`src/rtl/cobra_pkg.sv`:
```
// Shared definitions for the cobra core: fetch FSM states, instruction
// field positions, the halt word and the ALU opcodes used by the execute stage.
package cobra_pkg;

   typedef enum logic [1:0] {
      ST_FETCH = 2'd0,
      ST_WAIT  = 2'd1,
      ST_EXEC  = 2'd2,
      ST_HALT  = 2'd3
   } state_t;

   localparam int J_BIT     = 31;
   localparam int B_BIT     = 30;
   localparam int WS_HI     = 29;
   localparam int WS_LO     = 28;
   localparam int CONST_HI  = 27;
   localparam int CONST_LO  = 5;
   localparam int ALU_HI    = 26;
   localparam int ALU_LO    = 23;
   localparam int RA1_HI    = 22;
   localparam int RA1_LO    = 18;
   localparam int RA2_HI    = 17;
   localparam int RA2_LO    = 13;
   localparam int OFF_LO    = 5;
   localparam int WA_HI     = 4;
   localparam int WA_LO     = 0;

   localparam logic [31:0] HALT_INSTR = 32'hFFFF_FFFF;

   localparam logic [3:0] ALU_ADD  = 4'd0;
   localparam logic [3:0] ALU_SUB  = 4'd1;
   localparam logic [3:0] ALU_AND  = 4'd2;
   localparam logic [3:0] ALU_OR   = 4'd3;
   localparam logic [3:0] ALU_XOR  = 4'd4;
   localparam logic [3:0] ALU_SLL  = 4'd5;
   localparam logic [3:0] ALU_SRL  = 4'd6;
   localparam logic [3:0] ALU_SRA  = 4'd7;
   localparam logic [3:0] ALU_SLT  = 4'd8;
   localparam logic [3:0] ALU_SLTU = 4'd9;
   localparam logic [3:0] ALU_EQ   = 4'd10;
   localparam logic [3:0] ALU_NE   = 4'd11;
   localparam logic [3:0] ALU_LT   = 4'd12;
   localparam logic [3:0] ALU_GE   = 4'd13;
   localparam logic [3:0] ALU_LTU  = 4'd14;
   localparam logic [3:0] ALU_GEU  = 4'd15;

endpackage

```
`src/rtl/cobra_next_pc.sv`:
```
// Next-PC selection: word-offset jump/branch target or sequential PC + 4.
// All arithmetic wraps modulo 2^32.
module cobra_next_pc
   import cobra_pkg::*;
#(
   parameter int OFFSET_W = 8
) (
   input  logic [31:0]         pc,
   input  logic [OFFSET_W-1:0] offset,
   input  logic                j,
   input  logic                b,
   input  logic                c,
   output logic [31:0]         next_pc
);

   logic [31:0] off_bytes;
   logic        taken;

   // Word offset sign-extended and scaled to bytes.
   assign off_bytes = {{(30-OFFSET_W){offset[OFFSET_W-1]}}, offset, 2'b00};
   assign taken     = j | (b & c);
   assign next_pc   = taken ? (pc + off_bytes) : (pc + 32'd4);

endmodule

```
`src/rtl/cobra_fetch_ctrl.sv`:
```
// Fetch/sequencing stage: owns PC and IR, fetches one instruction at a time
// and drives decoded control fields to the execute datapath.
//
// state    | meaning
// ST_FETCH | one-cycle mem_req with mem_addr = PC
// ST_WAIT  | wait for mem_valid; latch IR or enter halt
// ST_EXEC  | decoded fields live, we_rf active, PC updated from C
// ST_HALT  | absorbing; only rst leaves
module cobra_fetch_ctrl
   import cobra_pkg::*;
#(
   parameter logic [31:0] RESET_PC = 32'h0000_0000,
   parameter int          OFFSET_W = 8
) (
   input  logic        clk,
   input  logic        rst,
   output logic        mem_req,
   output logic [31:0] mem_addr,
   input  logic [31:0] mem_rdata,
   input  logic        mem_valid,
   output logic [3:0]  Upr_ALU,
   output logic [1:0]  WS,
   output logic [4:0]  RA1,
   output logic [4:0]  RA2,
   output logic [4:0]  WA,
   output logic [31:0] Const,
   output logic        we_rf,
   input  logic        C,
   output logic [31:0] PC,
   output logic        halted
);

   state_t      state;
   logic [31:0] pc_q;
   logic [31:0] ir;
   logic [31:0] next_pc;
   logic        req_q;
   logic        we_q;

   cobra_next_pc #(.OFFSET_W(OFFSET_W)) u_next_pc (
      .pc      (pc_q),
      .offset  (ir[OFF_LO +: OFFSET_W]),
      .j       (ir[J_BIT]),
      .b       (ir[B_BIT]),
      .c       (C),
      .next_pc (next_pc)
   );

   always_ff @(posedge clk) begin
      if (rst) begin
         state  <= ST_FETCH;
         pc_q   <= RESET_PC;
         ir     <= '0;
         req_q  <= 1'b1;
         we_q   <= 1'b0;
         halted <= 1'b0;
      end else begin
         case (state)
            ST_FETCH: begin
               req_q <= 1'b0;
               state <= ST_WAIT;
            end
            ST_WAIT: begin
               if (mem_valid) begin
                  if (mem_rdata == HALT_INSTR) begin
                     halted <= 1'b1;
                     state  <= ST_HALT;
                  end else begin
                     ir    <= mem_rdata;
                     we_q  <= ~mem_rdata[J_BIT] & ~mem_rdata[B_BIT];
                     state <= ST_EXEC;
                  end
               end
            end
            ST_EXEC: begin
               pc_q  <= next_pc;
               we_q  <= 1'b0;
               req_q <= 1'b1;
               state <= ST_FETCH;
            end
            default: begin
               req_q <= 1'b0;
               we_q  <= 1'b0;
               state <= ST_HALT;
            end
         endcase
      end
   end

   // rst overrides on the same edge, so request and write never leak out
   // of a reset cycle even while the flops still hold their old values.
   assign mem_req  = req_q & ~rst;
   assign we_rf    = we_q & ~rst;
   assign mem_addr = pc_q;
   assign PC       = pc_q;

   assign Upr_ALU = ir[ALU_HI:ALU_LO];
   assign WS      = ir[WS_HI:WS_LO];
   assign RA1     = ir[RA1_HI:RA1_LO];
   assign RA2     = ir[RA2_HI:RA2_LO];
   assign WA      = ir[WA_HI:WA_LO];
   assign Const   = {{(32-(CONST_HI-CONST_LO+1)){ir[CONST_HI]}}, ir[CONST_HI:CONST_LO]};

endmodule

```
`config.mk`:
```
export PLATFORM = sky130hd
export DESIGN_NAME = cobra_fetch_ctrl
export DESIGN_NICKNAME = d
export VERILOG_FILES = /design/src/rtl/cobra_pkg.sv /design/src/rtl/cobra_next_pc.sv /design/src/rtl/cobra_fetch_ctrl.sv
export SDC_FILE = /design/constraint.sdc
export NUM_CORES = 1
export LEC_CHECK = 0
export BUFFER_PORTS_ARGS = -buffer_cell sky130_fd_sc_hd__buf_2
export CAP_MARGIN = 30
export CORE_UTILIZATION = 40
export DETAILED_ROUTE_END_ITERATION = 16
export PLACE_DENSITY = 0.74
export SYNTH_ARGS = -nofsm -noshare
export SYNTH_HDL_FRONTEND = slang
export SYNTH_SLANG_ARGS = --single-unit
```
`constraint.sdc`:
```
create_clock -name clk -period 3.5 [get_ports clk]
set_clock_uncertainty 0.1 [all_clocks]
set_input_delay 0 -clock clk [delete_from_list [all_inputs] [get_ports clk]]
set_output_delay 0 -clock clk [all_outputs]
set_load 0.03 [all_outputs]
```
## Word-level counts from Yosys, hierarchy flattened

Index checks and enable logic that the tools add are counted.

| storage, ports and cells | value |
|---|---|
| bits in registers | 69 |
| bits of input ports | 36 |
| output and inout bits | 120 |

| cells by class | value |
|---|---|
| add/subtract/negate cells | 2 |
| eq/ne operators | 5 |
| multiplexer cells | 8 |
| bitwise operators | 10 |
| reduce and logical (&&, ||, !) cells | 4 |

Operator list:

| kind | number |
|---|---|
| 32-bit by 3-bit adder with 32-bit output (second input constant) | 1 |
| 32-bit adder | 1 |
| 32-bit equality test (second input constant) | 1 |
| 32-bit two-way mux | 1 |
| 3-bit AND reduction | 3 |
| 2-bit case mux with 3 select lines | 1 |
| 1-bit NOT | 5 |
| 1-bit bitwise AND | 4 |
| 2-bit inequality test (second input constant) | 2 |
| 1-bit case mux with 2 select lines | 2 |
| 1-bit two-way mux | 3 |
| 2-bit by 1-bit equality test with 1-bit output (second input constant) | 1 |
| 2-bit equality test (second input constant) | 1 |
| 2-bit logical NOT | 1 |
| 2-bit two-way mux | 1 |
| 1-bit bitwise OR | 1 |

## Depth between registers and ports, before layout

| depth | value |
|---|---|
| depth in word-level cells | 5 |
| mapped depth | 14 |
| gate-level depth less buffers | 12 |

## Modules after synthesis

Synthesis repeated with hierarchy kept, for this count alone.

| second synthesis, totals | value |
|---|---|
| cells, all modules | 625 |
| area, all modules | 5029.8 um^2 |

Modules (own cells, without submodules):

| module | times used | cells each | area an instance (um^2) | sequential area each (um^2) |
|---|---|---|---|---|
| cobra_fetch_ctrl | 1 | 397 | 3448.3 | 1381.3 |
| cobra_next_pc | 1 | 228 | 1581.5 | 0.0 |

## Worst setup path after synthesis

No wires, ideal clock.

| timing path | value |
|---|---|
| kind | reg-to-reg |
| from | reg ir[30] |
| to | reg pc_q[30], in the netlist PC[30] |
| setup time | 0.123 ns |
| arrival time | 3.002 ns |
| path slack | 0.274 ns |
| cell stages (with the launch flop) | 15 |
| buffers on the path | 2 |
| clock period less this slack | 3.226 ns |
| cells stage by stage | dfxtp_1 a21o_1 buf_6 buf_2 nand2b_1 ha_1 inv_1 fa_1 nand2b_1 a21oi_2 o41ai_4 o41ai_1 nand3_1 mux2i_1 mux2_1 |

| on the way | value |
|---|---|
| cells in the longest elaborated chain, start to end | 3 |

Ends and longest elaborated chain:

| what | line | source |
|---|---|---|
| start, declared | cobra_fetch_ctrl.sv:35 | `logic [31:0] ir;` |
| start signal, assigned | cobra_fetch_ctrl.sv:69 | `ir <= mem_rdata;` |
| 1-bit bitwise AND | cobra_next_pc.sv:21 | `assign taken = j \| (b & c);` |
| 1-bit bitwise OR | cobra_next_pc.sv:21 |  |
| 32-bit two-way mux | cobra_next_pc.sv:22 | `assign next_pc = taken ? (pc + off_bytes) : (pc + 32'd4);` |
| end signal, assigned | cobra_fetch_ctrl.sv:76 | `pc_q <= next_pc;` |
| end, declared | cobra_fetch_ctrl.sv:34 | `logic [31:0] pc_q;` |

No other way between the ends.
A chain may end at the register's enable or synchronous reset.

## Worst setup path after layout

| timing path | value |
|---|---|
| from | reg ir[31] |
| to | reg pc_q[30], in the netlist PC[30] |

| on the way | value |
|---|---|
| cells in the longest elaborated chain, start to end | 2 |

Ends and longest elaborated chain:

| what | line |
|---|---|
| 1-bit bitwise OR | cobra_next_pc.sv:21 |
| 32-bit two-way mux | cobra_next_pc.sv:22 |

No other way between the ends.

==> results.py <==
metrics = {
    "setup_path": {
        "path_buf_inv": 1,
        "arrival_ns": 3.45,
        "path_common_cell": "nand2b_1",
        "cp_max_fo": 8,
        "cp-start-kind": "flip-flop",
        "cp_top_family": "compound AO/OA/AOI/OAI gates",
        "max_stage_delay_ns": 0.60,
        "endpoint_kind": "flip-flop",
        "ff2ff_setup_slack_ns": 0.19,
        "worstSetupPathType": "flip-flop to flip-flop",
        "path_cells": "a21o_1 > nand2b_1 > ha_1 > inv_1 > fa_1 > nand2b_1 > a21oi_2 > o41ai_4 > o41ai_1 > nand3_1 > mux2i_1 > mux2_1",
        "crit_slowest_cell": "o41ai_1",
        "required_ns": 3.64,
    },
    "clocking": {
        "cts_sinks": 67,
        "ctsRootBufferMaster": "clkbuf_8",
        "cts_tree": "yes",
        "cts_buffers": 9,
        "clk_pin_slew_worst_paths_ns": 0.09,
        "cts_setup_buffers": 0,
        "htreeDepth": 3,
        "clock_latency_ns": 0.35,
        "clock_path_buffers": 2,
    },
    "logic_synthesis": {
        "synth_seq_cells": 67,
        "synth_area_per_cell_um2": 7.970,
        "yosysUniqueCellTypes": 68,
        "synth_compound_area_frac": 0.1395,
        "synth_edf_count": 0,
        "yosys.area_share.simple": 0.2709,
        "synth_xor_xnor_area_share": 0.02528,
        "synthAdderAreaFrac": 0.02390,
        "yosys_most_used_dff": "dfxtp_1",
        "synth.yosys.seq_area_share": 0.2979,
        "syn_area_mm2": 0.004503,
        "synth.area.mux_share": 0.1000,
        "async_reset_ff_frac": 0,
        "synth_top_family_by_area": "simple AND/OR/NAND/NOR gates",
        "ys_warn_count": 0,
        "synthCells": 565,
    },
    "floorplan": {
        "pin_count": 156,
        "die_w_um": 108.1,
        "die-area_mm2": 0.01169,
        "start_util": 0.4136,
        "die_h_um": 108.1,
        "core_area_mm2": 0.01089,
        "rows": 38,
    },
    "route": {
        "firstDrtPassIters": 5,
        "first_iter_violations": 309,
        "drt-met1-wl_um": 5474,
        "vias_per_cell": 5.474,
        "highest_layer": "met4",
        "drt_wl_total_um": 13000,
        "wl_met3_um": 778,
        "drc": 0,
        "dr_wl_met2_um": 6335,
        "avgRoutedWirePerCell_um": 15.84,
        "antenna_left": 0,
        "vias": 4494,
    },
    "timing": {
        "setup_tns_ns": 0,
        "rsz0062_at_grt": "no",
        "finalCritPeriodShare": 0.9446,
        "finalHoldViolCount": 0,
        "slew_headroom": 0.3496,
        "setup_viol": 0,
        "fmax_ghz": 0.3025,
        "drv_slew": 0,
        "tightestPinTransition_ns": 0.9756,
        "min_period_ns": 3.306,
    },
    "global_route": {
        "grt_usage": 0.2270,
        "grt_max_degree": 54,
        "antenna_found_initial": 0,
        "gr-total-overflow": 0,
        "grt_pass1_wl_um": 20600,
        "grt_pass1_vias": 4112,
    },
    "cells_and_area": {
        "nNetsFinal": 720,
        "layout_common_cells": "buf_2 (151), nor2_1 (82), dfxtp_1 (67)",
        "syn_to_final_growth_pct": 21.03,
        "drive_gt1_frac": 0.2893,
        "final_common_cell": "buf_2",
        "n_antenna_cell": 0,
        "nFillCells": 1023,
    },
    "power": {
        "pwr-share-clk": 0.390,
        "power_switching_uw": 546.0,
        "p_sw_frac": 0.3081,
        "share_seq_of_total_power": 0.453,
        "pwr-share-comb": 0.157,
        "power.density_mw_per_mm2": 325.2,
        "p_total_mw": 1.772,
        "p_int_mw": 1.226,
        "leakage_nw": 2.486,
        "vdd_ir_drop_max_v": 0.0002244,
    },
    "placed_design": {
        "hpwl_um": 8871,
        "port_buffers": 151,
        "gp_congestion": 0.9391,
    },
    "job": {
        "maxCapViolations": 0,
    },
    "outcome": {
        "status": "completed",
    },
    "worst_hold_path": {
        "hp-class": "input port to flip-flop",
    },
}
## cell families after synthesis
family,after synthesis
compound gates,85
xor+xnor,13
fa+ha+maj,8
buf+inv,104
flops,67
mux,44
other cells,1
simple gates,243
## power groups by stage
stage          clock network, mW  registers (mW)  logic [mW]
2_1_floorplan                  0           0.854       0.151
3_3_place_gp                   0           0.818       0.240
3_5_place_dp                   0           0.819       0.243
4_1_cts                    0.713           0.802       0.272
5_1_grt                    0.746           0.806       0.296
6_report                   0.692           0.803       0.278
## area by class of cell
class	count	area [um2]	area share
Tap cell	140	175.2	0.03214
Sequential cell	67	1341	0.2461
Inverter	6	22.52	0.004132
Timing Repair Buffer	195	1169	0.2144
Clock inverter	7	82.58	0.01515
Clock buffer	9	123.9	0.02273
Multi-Input combinational cell	397	2536	0.4653
## flip-flops by register name, indices dropped and copies added, names as in the netlist
| signal | flops |
|---|---|
| req_q | 1 |
| state | 2 |
| ir | 32 |
| PC | 30 |
| halted | 1 |
| we_q | 1 |
## cells in the mapped netlist, types with 4 or more instances
cell / number / area [um2]
a211oi_1: 4 / 30.03
a21o_1: 5 / 37.54
a21oi_1: 28 / 140.1
and2_1: 10 / 62.56
and3_1: 4 / 25.02
buf_2: 8 / 40.04
buf_4: 57 / 427.9
clkbuf_1: 26 / 97.59
dfxtp_1: 67 / 1341
ha_1: 7 / 87.58
inv_1: 6 / 22.52
mux2_2: 5 / 56.30
mux2i_1: 36 / 360.4
nand2_1: 35 / 131.4
nand2b_1: 8 / 50.05
nand3_1: 23 / 115.1
nand4_1: 17 / 106.4
nor2_1: 82 / 307.8
nor2b_1: 11 / 68.82
nor3_1: 18 / 90.09
nor4_1: 9 / 56.30
o21ai_0: 11 / 55.05
or3_1: 6 / 37.54
or4_1: 4 / 30.03
xnor2_1: 11 / 96.34
## per-layer routing
metal  vias up  GRT usage
li1       2157          -
met3        35    0.04521
met1      2097     0.2783
met5         -          0
met4         0     0.1086
met2       205     0.3790
## timing repair
item | 4_1_cts | 5_1_grt
hold buffers | 33 | 0
endpoints found under the hold margin | 35 | 0
resized for setup | 0 | 0
## stage by stage
step | utilization | cells | cell area (um2) | hold slack, ns | setup slack, ns
global route | 0.5006 | 821 | 5450 | 0.2273 | 0.003574
global placement | 0.4513 | 772 | 4913 | 0.1508 | 0.3537
finish | 0.5006 | 821 | 5450 | 0.1801 | 0.1940
floorplan | - | 568 | 4514 | 0.04721 | 0.2743
detailed placement | 0.4513 | 772 | 4913 | 0.1611 | 0.2591
CTS | 0.5006 | 821 | 5450 | 0.1750 | 0.2328
## path summary, 6_finish.rpt
check,startpoint,to,depth (start not counted)
max,ir[31]$_SDFFE_PP0P_,PC[30]$_SDFFE_PP0P_,12
min,rst,ir[15]$_SDFFE_PP0P_,2
max reg2reg,ir[31]$_SDFFE_PP0P_,PC[30]$_SDFFE_PP0P_,12
min reg2reg,req_q$_SDFFE_PP1N_,req_q$_SDFFE_PP1N_,1
(Power assumes the default switching activity.)
